$ cat config.mk
export PLATFORM = sky130hd
export DESIGN_NAME = gendata
export DESIGN_NICKNAME = d
export VERILOG_FILES = /design/src/rtl/gendata_pkg.sv /design/src/rtl/prbs15_wordmap.sv /design/src/rtl/gendata.sv
export SDC_FILE = /design/constraint.sdc
export NUM_CORES = 1
export LEC_CHECK = 0
export ABC_AREA = 1
export CORE_MARGIN = 5
export CORE_UTILIZATION = 25
export CTS_CLUSTER_DIAMETER = 60
export DETAILED_ROUTE_END_ITERATION = 7
export PLACE_DENSITY = 0.49
export SLEW_MARGIN = 15
export SYNTH_ARGS = -nofsm -noshare
export SYNTH_HDL_FRONTEND = slang
export SYNTH_SLANG_ARGS = --single-unit
$ cat constraint.sdc
create_clock -name clk -period 2.6 [get_ports clk]
set_input_delay 0.26 -clock clk [delete_from_list [all_inputs] [get_ports clk]]
set_output_delay 0.26 -clock clk [all_outputs]
set_load 0.005 [all_outputs]
$ cat src/rtl/gendata_pkg.sv
// rtl/gendata_pkg.sv - shared FSM encoding and PRBS-15 next-state function
package gendata_pkg;

    localparam int PRBS_W = 15;

    typedef enum logic [1:0] {
        ST_IDLE = 2'd0,
        ST_EMIT = 2'd1,
        ST_GAP  = 2'd2
    } state_t;

    function automatic logic [PRBS_W-1:0] prbs15_step(input logic [PRBS_W-1:0] s);
        logic [PRBS_W-1:0] n;
        n[14:4] = s[10:0] ^ s[12:2];
        n[3]    = s[1]  ^ s[13] ^ s[14];
        n[2]    = s[0]  ^ s[12] ^ s[13];
        n[1]    = s[11] ^ s[12] ^ s[13] ^ s[14];
        n[0]    = s[10] ^ s[11] ^ s[12] ^ s[13];
        return n;
    endfunction

endpackage

$ cat src/rtl/prbs15_wordmap.sv
// rtl/prbs15_wordmap.sv - replicate PRBS-15 state across a DATABIT word, with even parity
module prbs15_wordmap
    import gendata_pkg::*;
#(
    parameter int DATABIT = 32
) (
    input  logic [PRBS_W-1:0]  state,
    output logic [DATABIT-1:0] word,
    output logic               parity
);

    for (genvar k = 0; k < DATABIT; k++) begin : g_map
        assign word[k] = state[k % PRBS_W];
    end

    assign parity = ^word;

endmodule

$ cat src/rtl/gendata.sv
// rtl/gendata.sv - PRBS-15 test-data generator with rate/burst control and error injection
module gendata
    import gendata_pkg::*;
#(
    parameter int               DATABIT  = 32,
    parameter logic [PRBS_W-1:0] PRBS_INI = 15'h0EE0
) (
    input  logic               clk,
    input  logic               rst_,
    input  logic               start,
    input  logic               stop,
    input  logic [7:0]         gap,
    input  logic [15:0]        burstlen,
    input  logic               injprbs,
    input  logic               injpar,
    output logic [DATABIT-1:0] odat,
    output logic               oval,
    output logic               opar,
    output logic               busy,
    output logic [31:0]        wcnt
);

    state_t              state;
    logic [PRBS_W-1:0]   s;
    logic                arm_prbs;
    logic                arm_par;
    logic [7:0]          gap_cnt;
    logic [15:0]         bcnt;
    logic [DATABIT-1:0]  held;
    logic [DATABIT-1:0]  map_word;
    logic                map_par;
    logic [DATABIT-1:0]  cur_word;
    logic [15:0]         bnext;
    logic                emit;
    logic                burst_done;

    prbs15_wordmap #(.DATABIT(DATABIT)) u_wordmap (
        .state  (s),
        .word   (map_word),
        .parity (map_par)
    );

    assign emit       = (state == ST_EMIT);
    assign bnext      = bcnt + 16'd1;
    assign burst_done = (burstlen != 16'd0) && (bnext == burstlen);

    always_comb begin
        cur_word    = map_word;
        cur_word[0] = map_word[0] ^ arm_prbs;
    end

    // The word is visible during the EMIT cycle itself; between emissions the last word is held.
    assign odat = emit ? cur_word : held;

    always_ff @(posedge clk or negedge rst_) begin
        if (!rst_) begin
            state    <= ST_IDLE;
            s        <= PRBS_INI;
            arm_prbs <= 1'b0;
            arm_par  <= 1'b0;
            gap_cnt  <= 8'd0;
            bcnt     <= 16'd0;
            held     <= '0;
            oval     <= 1'b0;
            opar     <= 1'b0;
            busy     <= 1'b0;
            wcnt     <= 32'd0;
        end else begin
            oval <= emit;
            if (emit) begin
                held <= cur_word;
                // flipping bit 0 flips parity, so a corrupted word keeps consistent parity
                opar <= map_par ^ arm_prbs ^ arm_par;
                s    <= arm_prbs ? PRBS_INI : prbs15_step(s);
                wcnt <= wcnt + 32'd1;
            end
            arm_prbs <= (arm_prbs & ~emit) | injprbs;
            arm_par  <= (arm_par  & ~emit) | injpar;

            if (stop) begin
                state <= ST_IDLE;
                busy  <= 1'b0;
                bcnt  <= 16'd0;
            end else begin
                case (state)
                    ST_IDLE: begin
                        if (start) begin
                            state <= ST_EMIT;
                            busy  <= 1'b1;
                        end
                    end
                    ST_EMIT: begin
                        if (burst_done) begin
                            state <= ST_IDLE;
                            busy  <= 1'b0;
                            bcnt  <= 16'd0;
                        end else begin
                            bcnt <= bnext;
                            if (gap == 8'd0) begin
                                state <= ST_EMIT;
                            end else begin
                                state   <= ST_GAP;
                                gap_cnt <= 8'd1;
                            end
                        end
                    end
                    ST_GAP: begin
                        if (gap_cnt >= gap) state <= ST_EMIT;
                        else                gap_cnt <= gap_cnt + 8'd1;
                    end
                    default: begin
                        state <= ST_IDLE;
                        busy  <= 1'b0;
                    end
                endcase
            end
        end
    end

endmodule

==> run metrics, run 1 <==
run status=finished clean; crit path max fanout=32; EDFF count, synth=0; depth of the CTS H-tree=3; Die Wd=164 µm; CTS tree=yes; final WL=15.4 mm; overall die area=27000 µm²; FFs w/ async S/R, synth=100%; final slew viol count=0; largest net degree at the start of global routing=49; global-route wire length before repair=25.5 mm; pwr/cell area=800 nW/µm²; Diodes inserted=0; Synth Instances=734; number of global-route vias before repair=5041; Setup TNS=0 ns; CTS clock-pin slew for the worst setup and hold paths=0.08 ns; TritonCTS buffer count=9; maximum vdd drop=375 µV; I/O Pins=97; Max-Cap Viols=0; Crit. End Element=primary output; Routability Congestion=0.829; initial core utilization=25.4%; CP Class=reg2out; Reg2Reg Depth=11; post-route cell area=7650 µm²; Avg Inst Size Synth=8.12 µm²; Root Buffer Master=clkbuf_16; HP Class=in2async; First-pass DRT Iterations=5; min Tclk post-route=2.42 ns; post-synthesis sequential area ratio=46.3%; Post-Place Cells=1143; Post-Syn Area=5960 µm²; clock buffer depth=2; Hold Fails Final Rpt=0; Slowest cell on crit path=clkdlybuf4s50_1; Core Region=23500 µm²; final cell count without fillers=1160; DRC=0; f_max=0.412 GHz; critical path arrival=2.16 ns; Fillers=2491; TritonCTS Sinks=110; setup bufs post-CTS=0; Area growth syn-to-layout=28.4%; ys flop type=dfrtp_1; largest stage delay on the critical path=0.52 ns; Synth Warn #=0; Mapped Nets=779; Slew headroom=60.9%; slew at the pin closest to its max-slew limit=0.587 ns; final net count=881; share of post-route cells with drive strength above 1=7.49%; placed cell area=7330 µm²; port bufs=96; detailed placement HPWL=11.8 mm; global-route usage over all layers=11.8%; Avg WL per Cell=13.3 µm; Worst EP required=2.34 ns; row count=56; iteration-0 DRC count of the detailed router=281; die height=164 µm; vias per cell=4.26; vias=4947; synth unique cells=43; initial antenna violation count=0; post-route ant nets=0; worst reg2reg setup slack=0.31 ns; critical path startpoint category=flip-flop; RSZ-0062 raised after global routing=false; Leakage=3.58 nW; remaining global-route overflow=0; final setup fails=0; Worst path most repeated cell=nand2_1; crit path cell chain=inv_1 -> ha_4 -> clkinv_1 -> buf_6 -> nand2_1 -> nand2_1 -> clkdlybuf4s50_1; clock skew=0.00754 ns; clk_lat worst skew=0.35 ns; Tcrit/Tclk final=93.3%; #FFs+latches synth=110
-- cell families after synthesis --
family                     after synthesis  synth area share [%]
adders and majority gates               15                  3.15
DFF                                    110                  46.3
buffers and inverters                  104                  6.74
xor gates and xnor gates                52                  8.11
AOI/OAI and AO/OA                       64                  6.62
and+or+nand+nor                        388                  28.9
muxes                                    1                 0.168
-- state kept, by name (all words and copies together), names as in the netlist, 2 cells and up --
| signal | cells |
|---|---|
| bcnt | 16 |
| gap_cnt | 8 |
| held | 32 |
| s | 15 |
| state | 2 |
| wcnt | 32 |
-- worst paths after layout --
path / startpoint / endpoint
hold reg to reg: held[19] / held[19]
setup reg to reg: state[1] / wcnt[31]
max in group asynchronous: rst_ / s[10]
min in group clk: injpar / arm_par
hold / removal: rst_ / gap_cnt[5]
setup / recovery: state[1] / odat[13]
-- per-stage QoR --
| step | hold WS [ns] | power [mW] | setup WS, ns | utilization (%) |
|---|---|---|---|---|
| 6_report | 0.442 | 6.13 | 0.175 | 32.6 |
| 3_5_place_dp | 0.298 | 4.80 | 0.209 | 31.2 |
| 5_1_grt | 0.470 | 6.61 | 0.00467 | 32.6 |
| 3_3_place_gp | 0.299 | 4.80 | 0.235 | 31.2 |
| 2_1_floorplan | -0.0356 | 3.58 | 0.506 | - |
| 4_1_cts | 0.444 | 6.26 | 0.00416 | 32.5 |
-- cells in the mapped netlist (2+ instances only) --
library cell / n / share of area (%)
o2bb2ai_1: 2 / 0.29
nor2_1: 42 / 2.6
nand2_2: 3 / 0.32
nor2_2: 7 / 0.73
inv_1: 87 / 5.5
nand2_1: 238 / 15
dfrtp_1: 104 / 44
nand4_1: 11 / 1.2
o31ai_1: 3 / 0.38
nand3_1: 52 / 4.4
nor2_4: 4 / 0.76
xnor2_1: 20 / 2.9
nand2_4: 4 / 0.76
nor3_1: 13 / 1.1
nor4_2: 2 / 0.42
a21oi_1: 14 / 1.2
ha_1: 15 / 3.1
o22ai_1: 19 / 2.0
nand3b_1: 2 / 0.25
xor2_1: 30 / 4.4
o21ai_0: 19 / 1.6
o22ai_2: 3 / 0.63
xnor3_1: 2 / 0.76
dfstp_2: 6 / 2.6
clkbuf_1: 12 / 0.76
nor4_1: 3 / 0.32
-- cell type report --
type | count | area [µm²] | area share (%)
timing repair buffer | 106 | 1060 | 13.8
inverter | 89 | 334 | 4.37
clock inverter | 6 | 51.3 | 0.670
multi-input combinational | 520 | 2810 | 36.7
tap | 319 | 399 | 5.22
clock buffer | 10 | 239 | 3.12
sequential | 110 | 2760 | 36.1
-- critical path, delay by kind of cell (launching register included) --
kind	cells	cell delay, ns
fa+ha+maj	1	0.21
buf+inv	4	0.99
flops	1	0.41
simple gates	2	0.19
-- power breakdown --
part           internal, mW  total, mW  switching [mW]
combinational          1.15       2.31            1.16
clock                 0.696       1.38           0.684
sequential             2.13       2.44           0.305
-- layer usage --
metal | vias up | share of wire (%) | GRT usage (%)
met3 | 17 | 3.9 | 2.10
met4 | 0 | 2.0 | 4.42
li1 | 2559 | - | -
met2 | 78 | 47 | 19.2
met5 | - | 0 | 0
met1 | 2293 | 47 | 15.6
-- timing repair --
item                                   CTS  global route
setup endpoints to repair               19            27
hold buffers                             1             0
gates resized for setup                  2             2
cloned                                   0             0
endpoints found under the hold margin   34             0
-- cell usage in the layout (no fill, tap or decap), types with 2 or more instances in the layout --
master and instances:
clkdlybuf4s50_1 95, nand2_4 4, nand4_1 11, inv_6 3, ha_1 14, xnor2_1 20, a21oi_1 14, o22ai_1 19
clkbuf_16 9, nor2_1 42, nor4_1 3, nand3b_1 2, nor4_2 2, dfstp_2 6, xor2_1 30, dfrtp_1 104
o21ai_0 19, nand2_2 3, o22ai_2 3, nand3_1 52, inv_1 87, nor2_2 7, o31ai_1 3, buf_4 7
xnor3_1 2, o2bb2ai_1 2, nand2_1 238, nor3_1 13, nor2_4 4
Note: power is estimated with default switching activity, not from simulation.
==> run 2, diff against run 1 <==
--- a/config.mk
+++ b/config.mk
@@ -10,6 +10,7 @@
 export CORE_UTILIZATION = 25
 export CTS_CLUSTER_DIAMETER = 60
 export DETAILED_ROUTE_END_ITERATION = 7
+export GPL_ROUTABILITY_DRIVEN = 1
 export PLACE_DENSITY = 0.49
 export SLEW_MARGIN = 15
 export SYNTH_ARGS = -nofsm -noshare
==> results of run 2 <==
Same layout as run 1: the final DEF is identical, and so are final timing and power.
==> run 3, diff against run 2 <==
--- a/config.mk
+++ b/config.mk
@@ -5,13 +5,12 @@
 export SDC_FILE = /design/constraint.sdc
 export NUM_CORES = 1
 export LEC_CHECK = 0
-export ABC_AREA = 1
 export CORE_MARGIN = 5
 export CORE_UTILIZATION = 25
 export CTS_CLUSTER_DIAMETER = 60
 export DETAILED_ROUTE_END_ITERATION = 7
 export GPL_ROUTABILITY_DRIVEN = 1
-export PLACE_DENSITY = 0.49
+export PLACE_DENSITY = 0.5
 export SLEW_MARGIN = 15
 export SYNTH_ARGS = -nofsm -noshare
 export SYNTH_HDL_FRONTEND = slang
==> run 3 against run 2 <==
Net effect:
- register-to-register slack worse by 0.27 ns
- critical endpoint is now gap_cnt[0]
- sequential share of layout area down 1.8 points
- global-route usage down 0.46 points
- synthesized cell count down 19%
- first-iteration DRC count down 30%
- area after synthesis down 3.1%
- clock skew up 0.0048 ns
- largest power group is now combinational logic
- sequential power about the same
- fmax down 5.2%
- final cell count down 12%
- largest cell class unchanged
==> run metrics, run 3 <==
commonest non-fill, non-tap cell in the layout=dfrtp_1; largest net degree at the start of global routing=80; Crit. End Element=flip-flop; Hold Fails Final Rpt=0; Synth area leader=dfrtp_1; worst reg2reg setup slack=0.04 ns; overall die area=26200 µm²; remaining global-route overflow=0; post-route cell area=8070 µm²; clock buffer depth=2; initial antenna violation count=0; crit path max fanout=8; CTS clock-pin slew for the worst setup and hold paths=0.08 ns; final WL=14.9 mm; initial core utilization=25.4%; Mapped Nets=636; DRC=0; global-route usage over all layers=11.3%; pre-CTS setup slack=-0.144 ns; Worst EP required=2.83 ns; Avg Inst Size Synth=9.77 µm²; run status=finished clean; Synth Instances=591; critical path arrival=2.79 ns; f_max=0.391 GHz; TritonCTS buffer count=9; final net count=776; I/O Pins=97; iteration-0 DRC count of the detailed router=197; setup slack after layout=0.0433 ns; #FFs+latches synth=110; Top Registers=held: 32 flops, wcnt: 32 flops, bcnt: 16 flops; Avg WL per Cell=14.6 µm; Die Wd=162 µm; share of post-route cells with drive strength above 1=17.1%; final slew viol count=0; worst reg2reg endpoint=gap_cnt[0]; R2R Path Start=bcnt[7]; row count=55; Diodes inserted=0; commonest non-fill, non-tap cells in the layout=dfrtp_1 (102), clkdlybuf4s50_1 (95), inv_1 (58), nand2_1 (55), buf_4 (51); First-pass DRT Iterations=4; slew at the pin closest to its max-slew limit=0.766 ns; critical path startpoint category=flip-flop; die height=162 µm; Post-Syn Area=5770 µm²; Synth Warn #=0; FFs w/ async S/R, synth=100%; count leader, synth=dfrtp_1; placed cell area=7420 µm²; Core Region=22700 µm²; vias per cell=4.53; ys flop type=dfrtp_1; pwr/cell area=803 nW/µm²; Max-Cap Viols=0; clock skew=0.0123 ns; Root Buffer Master=clkbuf_16; top post-synthesis cells by count=dfrtp_1 (104), inv_1 (58), nand2_1 (57); Slew headroom=48.7%; EDFF count, synth=0; port bufs=96; RSZ-0062 raised after global routing=true; number of global-route vias before repair=4716; final setup fails=0; synth top area cells=dfrtp_1 (45%), xnor2_1 (7.3%), inv_1 (3.8%); Routability Congestion=0.811; detailed placement HPWL=10.6 mm; synth unique cells=62; clk_lat worst skew=0.35 ns; post-synthesis sequential area ratio=47.8%; Leakage=3.45 nW; Area growth syn-to-layout=39.7%; depth of the CTS H-tree=3; vias=4623; global-route wire length before repair=24.3 mm; Tcrit/Tclk final=98.3%; HP Class=in2async; post-route ant nets=0; maximum vdd drop=339 µV; Reg2Reg Depth=9; CP Class=reg2reg; Yosys top cell area share=45.1%; TritonCTS Sinks=110; min Tclk post-route=2.56 ns; CTS tree=yes
==> run 3: cell types whose count changed after synthesis, sizes merged, moves of 8 or more <==
cell,delta
inv,-30
clkbuf,+9
xor2,-8
nand2,-188
o22ai,-14
nor2,-24
xnor2,+28
nand3,-32
and3,+8
o21ai,+22
==> run 3: worst max-delay path by stage <==
stage                  to  depth (start not counted)         from  slack (ns)
2_1_floorplan    state[1]                          8      bcnt[6]       0.006
3_3_place_gp      bcnt[3]                         11  burstlen[8]       -0.13
3_5_place_dp   gap_cnt[5]                         12       gap[4]       -0.14
4_1_cts          odat[31]                          6     state[1]       0.003
5_1_grt        gap_cnt[0]                         11      bcnt[1]       -0.09
6_report       gap_cnt[0]                          9      bcnt[7]        0.04
==> run 3: metrics by stage <==
step           instances  setup TNS (ns)  utilization, %  total power, mW  hold WS (ns)
6_report            1021               0            35.5             6.48         0.406
5_1_grt             1021          -0.619            35.5             6.97         0.463
4_1_cts             1014               0            34.3             6.46         0.424
3_5_place_dp         996           -1.58            32.7             4.95         0.268
3_3_place_gp         996           -1.44            32.7             4.93         0.275
2_1_floorplan        591               0               -             3.66       -0.0356
==> run 3: where the power goes <==
group | switching (mW) | leakage [nW] | total [mW] | internal [mW]
clock | 0.680 | 0.148 | 1.44 | 0.763
sequential | 0.306 | 1.44 | 2.43 | 2.13
combinational | 1.22 | 1.86 | 2.60 | 1.38
==> run 3: cell type report <==
cell class,instances,area [µm²]
inverters,58,218
flip-flops and latches,110,2760
clock buffers,9,225
clock inverters,7,80.1
well taps,285,357
fillers,2319,14600
repair buffers,156,1510
multi-input cells,396,2920
==> run 3: worst max-delay path, stage by stage, from the launching register on <==
cell and delay (ns):
dfrtp_1 0.42, nand4_4 0.15, nor4_4 0.37, nor2_1 0.07, or4_4 0.50, a21oi_4 0.22, o31ai_2 0.09, buf_6 0.16
a21oi_4 0.16, mux2_4 0.31
==> run 3: timing repair <==
item / in CTS / in global routing
endpoints found under the hold margin: 31 / 0
setup endpoints to repair: 15 / 55
buffers inserted: 1 / 5
resized for setup: 6 / 36
pin swaps: 2 / 28
gates cloned: 0 / 2
hold buffers: 1 / 0
==> run 3: routing by layer <==
metal	share of wire (%)	vias up	track usage (%)
met5	0	-	0
met4	1.4	0	3.34
met3	3.2	9	2.26
met2	47	73	18.9
met1	48	2207	14.8
li1	-	2334	-
==> run 3: logic make-up after synthesis <==
| group | count (synthesis) | synth area share, % |
|---|---|---|
| compound gates | 121 | 14.5 |
| xor+xnor | 71 | 11.0 |
| simple gates | 179 | 15.9 |
| mux | 10 | 1.84 |
| flops | 110 | 47.8 |
| fa+ha+maj | 15 | 3.25 |
| buf+inv | 85 | 5.63 |
